$ cat config.mk
export PLATFORM = sky130hd
export DESIGN_NAME = peripheral_axi4_burst_addr_gen
export DESIGN_NICKNAME = d
export VERILOG_FILES = /design/src/rtl/peripheral_axi4_burst_addr_gen_pkg.sv /design/src/rtl/peripheral_axi4_burst_next_addr.sv /design/src/rtl/peripheral_axi4_burst_addr_gen.sv
export SDC_FILE = /design/constraint.sdc
export NUM_CORES = 1
export LEC_CHECK = 0
export ABC_CLOCK_PERIOD_IN_PS = 16400
export CORE_ASPECT_RATIO = 1.1
export CORE_MARGIN = 1.5
export CORE_UTILIZATION = 42
export CTS_CLUSTER_DIAMETER = 80
export CTS_CLUSTER_SIZE = 40
export DETAILED_ROUTE_END_ITERATION = 10
export HOLD_SLACK_MARGIN = 0.02
export PLACE_DENSITY = 0.68
export SLEW_MARGIN = 0
export SYNTH_ARGS = -nofsm -noshare
export SYNTH_HDL_FRONTEND = slang
export SYNTH_SLANG_ARGS = --single-unit
$ cat constraint.sdc
create_clock -name clk -period 16.4 [get_ports clk]
set_clock_uncertainty 0.15 [all_clocks]
set_input_delay 2.46 -clock clk [delete_from_list [all_inputs] [get_ports clk]]
set_output_delay 2.46 -clock clk [all_outputs]
set_load 0.01 [all_outputs]
$ cat src/rtl/peripheral_axi4_burst_addr_gen_pkg.sv
// peripheral_axi4_burst_addr_gen_pkg: shared AXI4 constants, command type and burst helpers
package peripheral_axi4_burst_addr_gen_pkg;
  localparam int AXI_ID_WIDTH = 10;
  localparam int AXI_ADDR_WIDTH = 64;
  localparam int AXI_LEN_WIDTH = 8;
  localparam int AXI_4KB_BOUNDARY = 4096;
  localparam int AXI_4KB_SHIFT = $clog2(AXI_4KB_BOUNDARY);
  localparam logic [3:0][7:0] AXI_WRAP_LEN = {8'd15, 8'd7, 8'd3, 8'd1};
  localparam logic [1:0] AXI_RESPONSE_OKAY = 2'b00;
  localparam logic [1:0] AXI_RESPONSE_EXOKAY = 2'b01;
  localparam logic [1:0] AXI_RESPONSE_SLAVE_ERROR = 2'b10;
  localparam logic [1:0] AXI_RESPONSE_DECODE_ERROR = 2'b11;
  typedef enum logic [1:0] {
    AXI_BURST_FIXED = 2'b00,
    AXI_BURST_INCR  = 2'b01,
    AXI_BURST_WRAP  = 2'b10,
    AXI_BURST_RSVD  = 2'b11
  } axi_burst_t;
  typedef enum logic {
    S_IDLE,
    S_BURST
  } burst_state_t;
  typedef struct packed {
    logic [AXI_ID_WIDTH-1:0]   id;
    logic [AXI_ADDR_WIDTH-1:0] addr;
    logic [AXI_LEN_WIDTH-1:0]  len;
    logic [2:0]                size;
    logic [1:0]                burst;
  } axi4_cmd_t;
  function automatic logic axi_wrap_len_ok(input int unsigned len);
    axi_wrap_len_ok = 1'b0;
    for (int i = 0; i < 4; i++)
      if (len == 32'(AXI_WRAP_LEN[i])) axi_wrap_len_ok = 1'b1;
  endfunction
endpackage

$ cat src/rtl/peripheral_axi4_burst_next_addr.sv
// peripheral_axi4_burst_next_addr: combinational next-beat address for FIXED, INCR and WRAP bursts
module peripheral_axi4_burst_next_addr
  import peripheral_axi4_burst_addr_gen_pkg::*;
#(
  parameter int ADDR_WIDTH = 64,
  parameter int LEN_WIDTH  = 8
) (
  input  logic [ADDR_WIDTH-1:0] i_cur,
  input  logic [2:0]            i_size,
  input  logic [LEN_WIDTH-1:0]  i_len,
  input  logic [1:0]            i_burst,
  output logic [ADDR_WIDTH-1:0] o_next
);
  localparam logic [ADDR_WIDTH-1:0] ONE = 1;
  logic [ADDR_WIDTH-1:0] w_b, w_t, w_base, w_inc, w_aligned_inc;
  assign w_b = ONE << i_size;
  assign w_t = (ADDR_WIDTH'(i_len) + ONE) << i_size;
  assign w_base = i_cur & ~(w_t - ONE);
  assign w_inc = i_cur + w_b;
  // INCR realigns after the first beat so an unaligned start lands on the next size boundary
  assign w_aligned_inc = (i_cur & ~(w_b - ONE)) + w_b;
  always_comb
    o_next = i_burst == AXI_BURST_FIXED ? i_cur :
             i_burst == AXI_BURST_WRAP  ? (w_inc == w_base + w_t ? w_base : w_inc) :
             w_aligned_inc;
endmodule

$ cat src/rtl/peripheral_axi4_burst_addr_gen.sv
// peripheral_axi4_burst_addr_gen: AXI4 burst beat sequencer emitting per-beat address, lane, last and error
module peripheral_axi4_burst_addr_gen
  import peripheral_axi4_burst_addr_gen_pkg::*;
#(
  parameter int AXI_ID_WIDTH   = 10,
  parameter int AXI_ADDR_WIDTH = 64,
  parameter int AXI_DATA_WIDTH = 64,
  parameter int AXI_LEN_WIDTH  = 8
) (
  input  logic                      clk,
  input  logic                      rst,
  input  logic                      cmd_valid,
  output logic                      cmd_ready,
  input  logic [AXI_ID_WIDTH-1:0]   cmd_id,
  input  logic [AXI_ADDR_WIDTH-1:0] cmd_addr,
  input  logic [AXI_LEN_WIDTH-1:0]  cmd_len,
  input  logic [2:0]                cmd_size,
  input  logic [1:0]                cmd_burst,
  output logic                      beat_valid,
  input  logic                      beat_ready,
  output logic [AXI_ID_WIDTH-1:0]   beat_id,
  output logic [AXI_ADDR_WIDTH-1:0] beat_addr,
  output logic [(AXI_DATA_WIDTH > 8 ? $clog2(AXI_DATA_WIDTH / 8) : 1)-1:0] beat_lane,
  output logic                      beat_last,
  output logic                      beat_err,
  output logic                      busy
);
  localparam int LANE_W = $clog2(AXI_DATA_WIDTH / 8);
  localparam int LW = LANE_W > 0 ? LANE_W : 1;
  localparam logic [AXI_ADDR_WIDTH-1:0] ONE = 1;
  burst_state_t r_state;
  logic [AXI_ID_WIDTH-1:0] r_id;
  logic [AXI_ADDR_WIDTH-1:0] r_addr, w_next, w_bmask, w_end;
  logic [AXI_LEN_WIDTH-1:0] r_len;
  logic [AXI_LEN_WIDTH:0] r_cnt;
  logic [2:0] r_size;
  logic [1:0] r_burst;
  logic r_err, w_err, w_accept, w_hs, w_last;
  peripheral_axi4_burst_next_addr #(
    .ADDR_WIDTH(AXI_ADDR_WIDTH),
    .LEN_WIDTH (AXI_LEN_WIDTH)
  ) u_next_addr (
    .i_cur  (r_addr),
    .i_size (r_size),
    .i_len  (r_len),
    .i_burst(r_burst),
    .o_next (w_next)
  );
  assign beat_valid = r_state == S_BURST;
  assign busy = beat_valid;
  assign beat_id = r_id;
  assign beat_addr = r_addr;
  assign beat_lane = LANE_W == 0 ? '0 : r_addr[LW-1:0];
  assign w_last = r_cnt == {1'b0, r_len};
  assign beat_last = beat_valid & w_last;
  assign beat_err = beat_valid & r_err;
  assign w_hs = beat_valid & beat_ready;
  // combinational from beat_ready so a new command can follow the last beat without a bubble
  assign cmd_ready = (r_state == S_IDLE) | (w_hs & w_last);
  assign w_accept = cmd_valid & cmd_ready;
  assign w_bmask = (ONE << cmd_size) - ONE;
  assign w_end = (cmd_addr & ~w_bmask) + (AXI_ADDR_WIDTH'(cmd_len) << cmd_size);
  assign w_err = (cmd_burst == AXI_BURST_RSVD) ||
                 (int'(cmd_size) > LANE_W) ||
                 (cmd_burst == AXI_BURST_WRAP && (!axi_wrap_len_ok(32'(cmd_len)) || |(cmd_addr & w_bmask))) ||
                 (cmd_burst == AXI_BURST_FIXED && 32'(cmd_len) > 32'd15) ||
                 (cmd_burst == AXI_BURST_INCR &&
                  w_end[AXI_ADDR_WIDTH-1:AXI_4KB_SHIFT] != cmd_addr[AXI_ADDR_WIDTH-1:AXI_4KB_SHIFT]);
  always_ff @(posedge clk or posedge rst) begin
    if (rst) begin
      r_state <= S_IDLE;
      r_id <= '0;
      r_addr <= '0;
      r_len <= '0;
      r_cnt <= '0;
      r_size <= '0;
      r_burst <= '0;
      r_err <= 1'b0;
    end else if (w_accept) begin
      r_state <= S_BURST;
      r_id <= cmd_id;
      r_addr <= cmd_addr;
      r_len <= cmd_len;
      r_cnt <= '0;
      r_size <= cmd_size;
      r_burst <= cmd_burst;
      r_err <= w_err;
    end else if (w_hs && w_last) begin
      r_state <= S_IDLE;
    end else if (w_hs) begin
      r_addr <= w_next;
      r_cnt <= r_cnt + 1'b1;
    end
  end
endmodule

Word-level counts from Yosys, hierarchy flattened
Index checks and enable logic that the tools add are counted.
{"block": "totals", "output_inout_bits": 82, "word_cells": 82, "in_bits": 91, "reg_bits": 98}
{"block": "op_classes", "add_sub_neg": 9, "n_mux": 15, "bitwise": 14, "eq_ne": 13, "shifts": 4, "reduce_logical": 17, "order_cmp": 2}
{"cell": "$mux W64", "n": 6}
{"cell": "$add A64 B64 Y64", "n": 4}
{"cell": "$and A64 B64 Y64", "n": 4}
{"cell": "$not A64 Y64", "n": 3}
{"cell": "$sub A64 B1 Y64 const B", "n": 3}
{"cell": "$shl A1 B3 Y64 const A", "n": 2}
{"cell": "$eq A64 B64 Y1", "n": 1}
{"cell": "$reduce_or A64 Y1", "n": 1}
{"cell": "$shl A64 B3 Y64", "n": 1}
{"cell": "$shl A8 B3 Y64", "n": 1}
{"cell": "$ne A52 B52 Y1", "n": 1}
{"cell": "$mux W9", "n": 3}
{"cell": "$add A8 B1 Y9 const B", "n": 1}
{"cell": "$add A9 B1 Y9 const B", "n": 1}
{"cell": "$eq A9 B8 Y1", "n": 1}
{"cell": "$eq A8 B1 Y1 const B", "n": 1}
{"cell": "$eq A8 B2 Y1 const B", "n": 1}
{"cell": "$eq A8 B3 Y1 const B", "n": 1}
{"cell": "$eq A8 B4 Y1 const B", "n": 1}
{"cell": "$gt A8 B4 Y1 const B", "n": 1}
{"cell": "$eq A2 B2 Y1 const B", "n": 3}
{"cell": "$mux W1", "n": 6}
{"cell": "$and A1 B1 Y1", "n": 5}
{"cell": "$logic_or A1 B1 Y1", "n": 5}
{"cell": "other kinds (11)", "n": 17}

Depth between registers and ports, before layout
{"block": "depth", "word_depth": 13, "mapped_depth": 35, "mapped_depth_nobuf": 28}

Cells and area by module
Synthesis repeated with hierarchy kept, for this count alone.
{"block": "unflattened", "cells_unflattened": 2221, "area_unflattened_um2": 15118.2}
{"mod": "peripheral_axi4_burst_next_addr", "seq_area_each_um2": 0.0, "area_each_um2": 9245.1, "cells_per_inst": 1591, "n_inst": 1}
{"mod": "peripheral_axi4_burst_addr_gen", "seq_area_each_um2": 2452.4, "area_each_um2": 5873.1, "cells_per_inst": 630, "n_inst": 1}

Worst setup path before layout
No wires, ideal clock.
{"block": "synth_path", "kind": "register -> register", "start": "register r_len[0]", "end": "register r_addr[56], in the netlist beat_addr[56]", "required_ns": 16.116, "n_path_buf": 6, "path_stages_with_launch": 29, "arrival_time_ns": 6.828, "period_less_slack_ns": 7.112, "setup_slack_ns": 9.288, "setup_ns": 0.134, "cell_sequence": "dfrtp_1 ha_1 buf_2 xor2_1 a221oi_2 nand2_1 nor3_1 and3_1 buf_1 and3_1 ha_1 and2_1 ha_1 nand2_1 or3_1 o21ba_1 buf_2 nor3_4 nand4_1 a2111o_1 or4_1 or4_1 buf_2 buf_6 buf_6 a31oi_1 nor2_1 o41ai_1 a21oi_1"}
{"block": "synth_via", "elab_chain_len": 13, "word_cells_on_any_way": 22, "cone_classes": "add/sub: 3; eq/ne: 4; shift: 1; mux: 6; bitwise: 5; reduce/logical: 3"}
{"element": "from (decl)", "line_no": "peripheral_axi4_burst_addr_gen.sv:34", "rtl": "logic [AXI_LEN_WIDTH-1:0] r_len;"}
{"element": "from (signal assigned)", "line_no": "peripheral_axi4_burst_addr_gen.sv:83", "rtl": "r_len <= cmd_len;"}
{"element": "$add A8 B1 Y9", "line_no": "peripheral_axi4_burst_next_addr.sv:17", "rtl": "assign w_t = (ADDR_WIDTH'(i_len) + ONE) << i_size;"}
{"element": "$shl A64 B3 Y64", "line_no": "peripheral_axi4_burst_next_addr.sv:17"}
{"element": "$sub A64 B1 Y64", "line_no": "peripheral_axi4_burst_next_addr.sv:18", "rtl": "assign w_base = i_cur & ~(w_t - ONE);"}
{"element": "$not A64 Y64", "line_no": "peripheral_axi4_burst_next_addr.sv:18"}
{"element": "$and A64 B64 Y64", "line_no": "peripheral_axi4_burst_next_addr.sv:18"}
{"element": "$add A64 B64 Y64", "line_no": "peripheral_axi4_burst_next_addr.sv:24", "rtl": "i_burst == AXI_BURST_WRAP ? (w_inc == w_base + w_t ? w_base : w_inc) :"}
{"element": "$eq A64 B64 Y1", "line_no": "peripheral_axi4_burst_next_addr.sv:24"}
{"element": "$mux W64 (2 in a row)", "line_no": "peripheral_axi4_burst_next_addr.sv:24"}
{"element": "$mux W64", "line_no": "peripheral_axi4_burst_next_addr.sv:23", "rtl": "o_next = i_burst == AXI_BURST_FIXED ? i_cur :"}
{"element": "$mux W64", "line_no": "peripheral_axi4_burst_addr_gen.sv:90", "rtl": "end else if (w_hs) begin"}
{"element": "$mux W64", "line_no": "peripheral_axi4_burst_addr_gen.sv:88", "rtl": "end else if (w_hs && w_last) begin"}
{"element": "$mux W64", "line_no": "peripheral_axi4_burst_addr_gen.sv:79", "rtl": "end else if (w_accept) begin"}
{"element": "to (signal assigned)", "line_no": "peripheral_axi4_burst_addr_gen.sv:82", "rtl": "r_addr <= cmd_addr;"}
{"element": "to (signal assigned)", "line_no": "peripheral_axi4_burst_addr_gen.sv:91", "rtl": "r_addr <= w_next;"}
{"element": "to (decl)", "line_no": "peripheral_axi4_burst_addr_gen.sv:33", "rtl": "logic [AXI_ADDR_WIDTH-1:0] r_addr, w_next, w_bmask, w_end;"}
Several ways; a longest one is shown, not always the timed one. The select of a mux whose other input is x is not followed.
A chain may end at the register's enable or synchronous reset.

Final worst setup path
{"block": "layout_path", "start": "register r_size[0]", "end": "register r_addr[53], in the netlist beat_addr[53]"}
{"block": "layout_via", "elab_chain_len": 12, "word_cells_on_any_way": 18, "cone_classes": "add/sub: 5; eq/ne: 1; shift: 2; mux: 6; bitwise: 4"}
{"element": "from (decl)", "line_no": "peripheral_axi4_burst_addr_gen.sv:36", "rtl": "logic [2:0] r_size;"}
{"element": "from (signal assigned)", "line_no": "peripheral_axi4_burst_addr_gen.sv:85", "rtl": "r_size <= cmd_size;"}
{"element": "$shl A64 B3 Y64", "line_no": "peripheral_axi4_burst_next_addr.sv:17"}
{"element": "$sub A64 B1 Y64", "line_no": "peripheral_axi4_burst_next_addr.sv:18"}
{"element": "$not A64 Y64", "line_no": "peripheral_axi4_burst_next_addr.sv:18"}
{"element": "$and A64 B64 Y64", "line_no": "peripheral_axi4_burst_next_addr.sv:18"}
{"element": "$add A64 B64 Y64", "line_no": "peripheral_axi4_burst_next_addr.sv:24"}
{"element": "$eq A64 B64 Y1", "line_no": "peripheral_axi4_burst_next_addr.sv:24"}
{"element": "$mux W64", "line_no": "peripheral_axi4_burst_next_addr.sv:24"}
{"element": "$mux W64 *", "line_no": "peripheral_axi4_burst_next_addr.sv:24"}
{"element": "$mux W64 *", "line_no": "peripheral_axi4_burst_next_addr.sv:23"}
{"element": "$mux W64 *", "line_no": "peripheral_axi4_burst_addr_gen.sv:90"}
{"element": "$mux W64 *", "line_no": "peripheral_axi4_burst_addr_gen.sv:88"}
{"element": "$mux W64 *", "line_no": "peripheral_axi4_burst_addr_gen.sv:79"}
Mark *: on every way between the ends. The rest lies on a longest branch, timed or not. The select of a mux whose other input is x is not followed.

==> out/summary.md <==
STA
- **Min Hold Slack** 0.3317 ns
- **worst slew pin tran** 1.245 ns
- **final slew viol count** 0
- **final critical path time including I/O delays and setup** 9.604 ns
- **final count of hold timing violations** 0
- **number of setup violations in the final report** 0
- **share of the clock period used by the worst path** 58.56%
- **total negative slack for setup checks** 0 ns
- **PnR worst setup slack** 6.796 ns
- **RSZ-0062 raised after global routing** no
- **Slew Limit Headroom** 14.86%
- **peak clock frequency supported by timing** 0.1041 GHz

Power and ir drop
- **Internal Pwr Total** 1.454 mW
- **worst-case vdd ir drop** 0.1127 mV
- **Clock power frac** 6.9%
- **combinational power share** 73.8%
- **switch share** 57.55%
- **net switching power** 1.972 mW
- **Total Power Consumption** 3.426 mW
- **fraction of power consumed by sequential logic** 19.3%
- **Power Density** 209.8 nW/um^2
- **leakage power summed over all cells** 6.158 nW

Routing
- **via count** 17,266
- **remaining number of nets flagged by the antenna check after routing** 0
- **average vias per placed instance** 6.742
- **final wirelength** 67,100 microns
- **Initial DRC Count** 1,979
- **DRC viols** 0
- **Initial DRT Pass Iterations** 8
- **drt wl/cell** 26.20 microns

Worst hold path
- **Tightest Hold Check Type** reg -> reg

Worst setup path
- **critical path's largest stage delay** 0.71 ns
- **chain of cells forming the critical path** buf_4, inv_1, nor3_1, and2_1, a2111oi_4, nor3_1, and3_1, and3_1, ha_1, and2_1, ha_1, nand2_1, o311ai_0, o21ba_1, nor3_4, nand4_1, a2111o_1, or4_1, or4_4, buf_4, nand2_1, nor2_1, a2111oi_0, a21oi_1
- **internal reg-to-reg setup slack** 6.80 ns
- **type of origin of the critical path** flop
- **beginning of the critical path** r_size[0]
- **required time at the endpoint of the critical path** 16.47 ns
- **top fanout value on the critical path** 87
- **category of the most critical setup path** reg -> reg
- **worst path arrival time** 9.67 ns
- **cell depth of the worst setup path** 24
- **source of the worst register-to-register timing path** r_size[0]
- **worst setup path endpoint** beat_addr[53]
- **worst-path cell with the longest stage delay** dfrtp_1
- **R2R depth** 24
- **Critical Path Sink Type** flop
- **critical path's top delay family** simple AND/OR/NAND/NOR gates
- **FF-to-FF End** beat_addr[53]
- **buffers and inverters on the worst path** 3

Clocking
- **TritonCTS clock tree** done
- **clock root buffer** clkbuf_16
- **worst skew pair latency** 0.38 ns
- **sink count of the clock tree** 98
- **CTS buffer count** 9
- **Longest Clk Path Bufs** 2
- **post-CTS setup buffers** 0
- **clock-pin slew on the worst setup and hold paths** 0.08 ns
- **hold buffer count at cts** 0
- **Post-CTS Resized** 0
- **maximum level of the CTS H-tree** 3

Logic synthesis
- **top cells by area in the synthesized netlist** dfrtp_1 17%, nand2_1 7.3%, a21oi_1 5.5%
- **most numerous cell types in the synthesized netlist** 275 x nand2_1, 206 x nor2_1, 156 x a21oi_1
- **Most used DFF post-synth** dfrtp_1
- **number of synthesized register bits** 98
- **sequential area share after synthesis** 17.27%
- **share of the synthesized area in the top cell type** 17.27%
- **synthesized instance count** 2,079
- **number of synthesized flops with an enable pin** 0
- **share of synthesized registers carrying an async set or reset** 100.0%
- **number of warning messages in the yosys log** 0
- **Synth Cell Area** 14,200 sq um
- **Yosys cell types** 100
- **mean instance size in the synthesized netlist** 6.832 sq um
- **top cell type by total area after synthesis** dfrtp_1
- **number of nets in the synthesized netlist** 2,214
- **most used standard cell by instance count after synthesis** nand2_1

Floorplan
- **core region area** 33,280 sq um
- **initial cell density of the core** 42.68%
- **Die Span Y** 195.9 microns
- **chip width** 178.3 microns
- **FP Rows** 70
- **Die Area** 34,930 sq um
- **number of I/O pins** 173

Run status
- **run status** finished, final reports clean

Finish
- **number of nets in the layout** 2,258
- **Area Growth Syn to Fin** 14.98%
- **Util after Layout** 49.07%
- **ratio of cells with drive above 1 in the final layout** 5.075%
- **final std cell area, no fill** 16,330 sq um
- **Post-Layout Cell Count** 2,561

GRT
- **global route overflow** 0
- **via count of the first global-routing pass** 15,992
- **largest net degree at the start of global routing** 88
- **first-pass GRT wire length** 99,330 microns
- **global routing usage summed across all routing layers** 37.51%
- **antenna violations before repair** 2

Place
- **half-perimeter wire length of the detailed placement result** 50,970 microns
- **global placement routability congestion** 1.040
- **worst slack at placement** 7.100 ns
- **instance count after placement with tap cells included** 2,544
- **total placed instance area** 16,020 sq um
- **input/output buffers** 172

Run
- **number of max-capacitance violations reported** 0

==> flip-flops by register name, indices dropped and copies added (netlist names) <==
register    flops
beat_valid      1
beat_id        10
beat_addr      64
r_size          3
r_len           8
r_burst         2
r_cnt           9
r_err           1
==> cell families after synthesis <==
group / Yosys count / synth area share [%]
compound gates: 614 / 28.89
xor+xnor: 124 / 7.849
flops: 98 / 17.27
buf+inv: 230 / 6.633
fa+ha+maj: 44 / 3.929
simple gates: 929 / 32.49
mux: 40 / 2.942
==> metal layers <==
| layer | track usage [%] | share of wire [%] | vias to the layer above | wire length (microns) |
|---|---|---|---|---|
| met1 | 46.71 | 38 | 8097 | 25750 |
| met4 | 23.46 | 6.9 | 2 | 4602 |
| met3 | 7.403 | 10 | 276 | 6720 |
| li1 | - | - | 7739 | - |
| met5 | 0 | 0.018 | - | 12 |
| met2 | 59.07 | 45 | 1152 | 30010 |
==> power by group through the flow <==
stage / sequential (mW) / clock [mW] / combinational [mW]
after floorplan: 0.463 / 0 / 1.79
after global placement: 0.649 / 0 / 2.44
after detailed placement: 0.648 / 0 / 2.45
after CTS: 0.644 / 0.239 / 2.47
after global routing: 0.665 / 0.246 / 2.71
final: 0.662 / 0.236 / 2.53
==> worst min-delay path, cell delays in order, from the launching register on <==
cell	delay (ns)
dfrtp_1	0.35
nand2_1	0.05
nand2_1	0.06
==> worst min path at each step <==
stage | start | end | slack, ns | cells after the start
floorplan | r_burst[1] | r_burst[1] | 0.35 | 2
global placement | beat_id[8] | beat_id[8] | 0.31 | 2
detailed placement | beat_id[7] | beat_id[7] | 0.31 | 2
CTS | beat_id[3] | beat_id[3] | 0.34 | 2
global route | beat_id[6] | beat_id[6] | 0.35 | 2
finish | beat_id[3] | beat_id[3] | 0.33 | 2
==> cell type report <==
class / count / area [sq um]
Antenna cell: 1 / 2.502
Clock buffer: 11 / 242.7
Clock inverter: 5 / 62.56
Fill cell: 3389 / 16950
Inverter: 61 / 231.5
Multi-Input combinational cell: 1751 / 10850
Sequential cell: 98 / 2452
Tap cell: 432 / 540.5
Timing Repair Buffer: 202 / 1947
==> cells in the final DEF (no fill, tap or decap), types with 22 or more instances in the layout <==
cell,n
xor2_1,40
nand4_1,55
and2_1,33
nor2_1,205
o21ai_0,126
and3_1,35
nor4_1,24
a21oi_1,156
nor3_1,60
nand2_1,274
o22ai_1,27
or3_1,26
ha_1,43
dfrtp_1,98
a21o_1,31
mux2i_1,26
clkdlybuf4s50_1,172
inv_1,58
xnor2_1,82
buf_4,30
nor2b_1,22
a31oi_1,33
a211oi_1,27
nand3_1,86
Power figures use the tool's default switching activity.
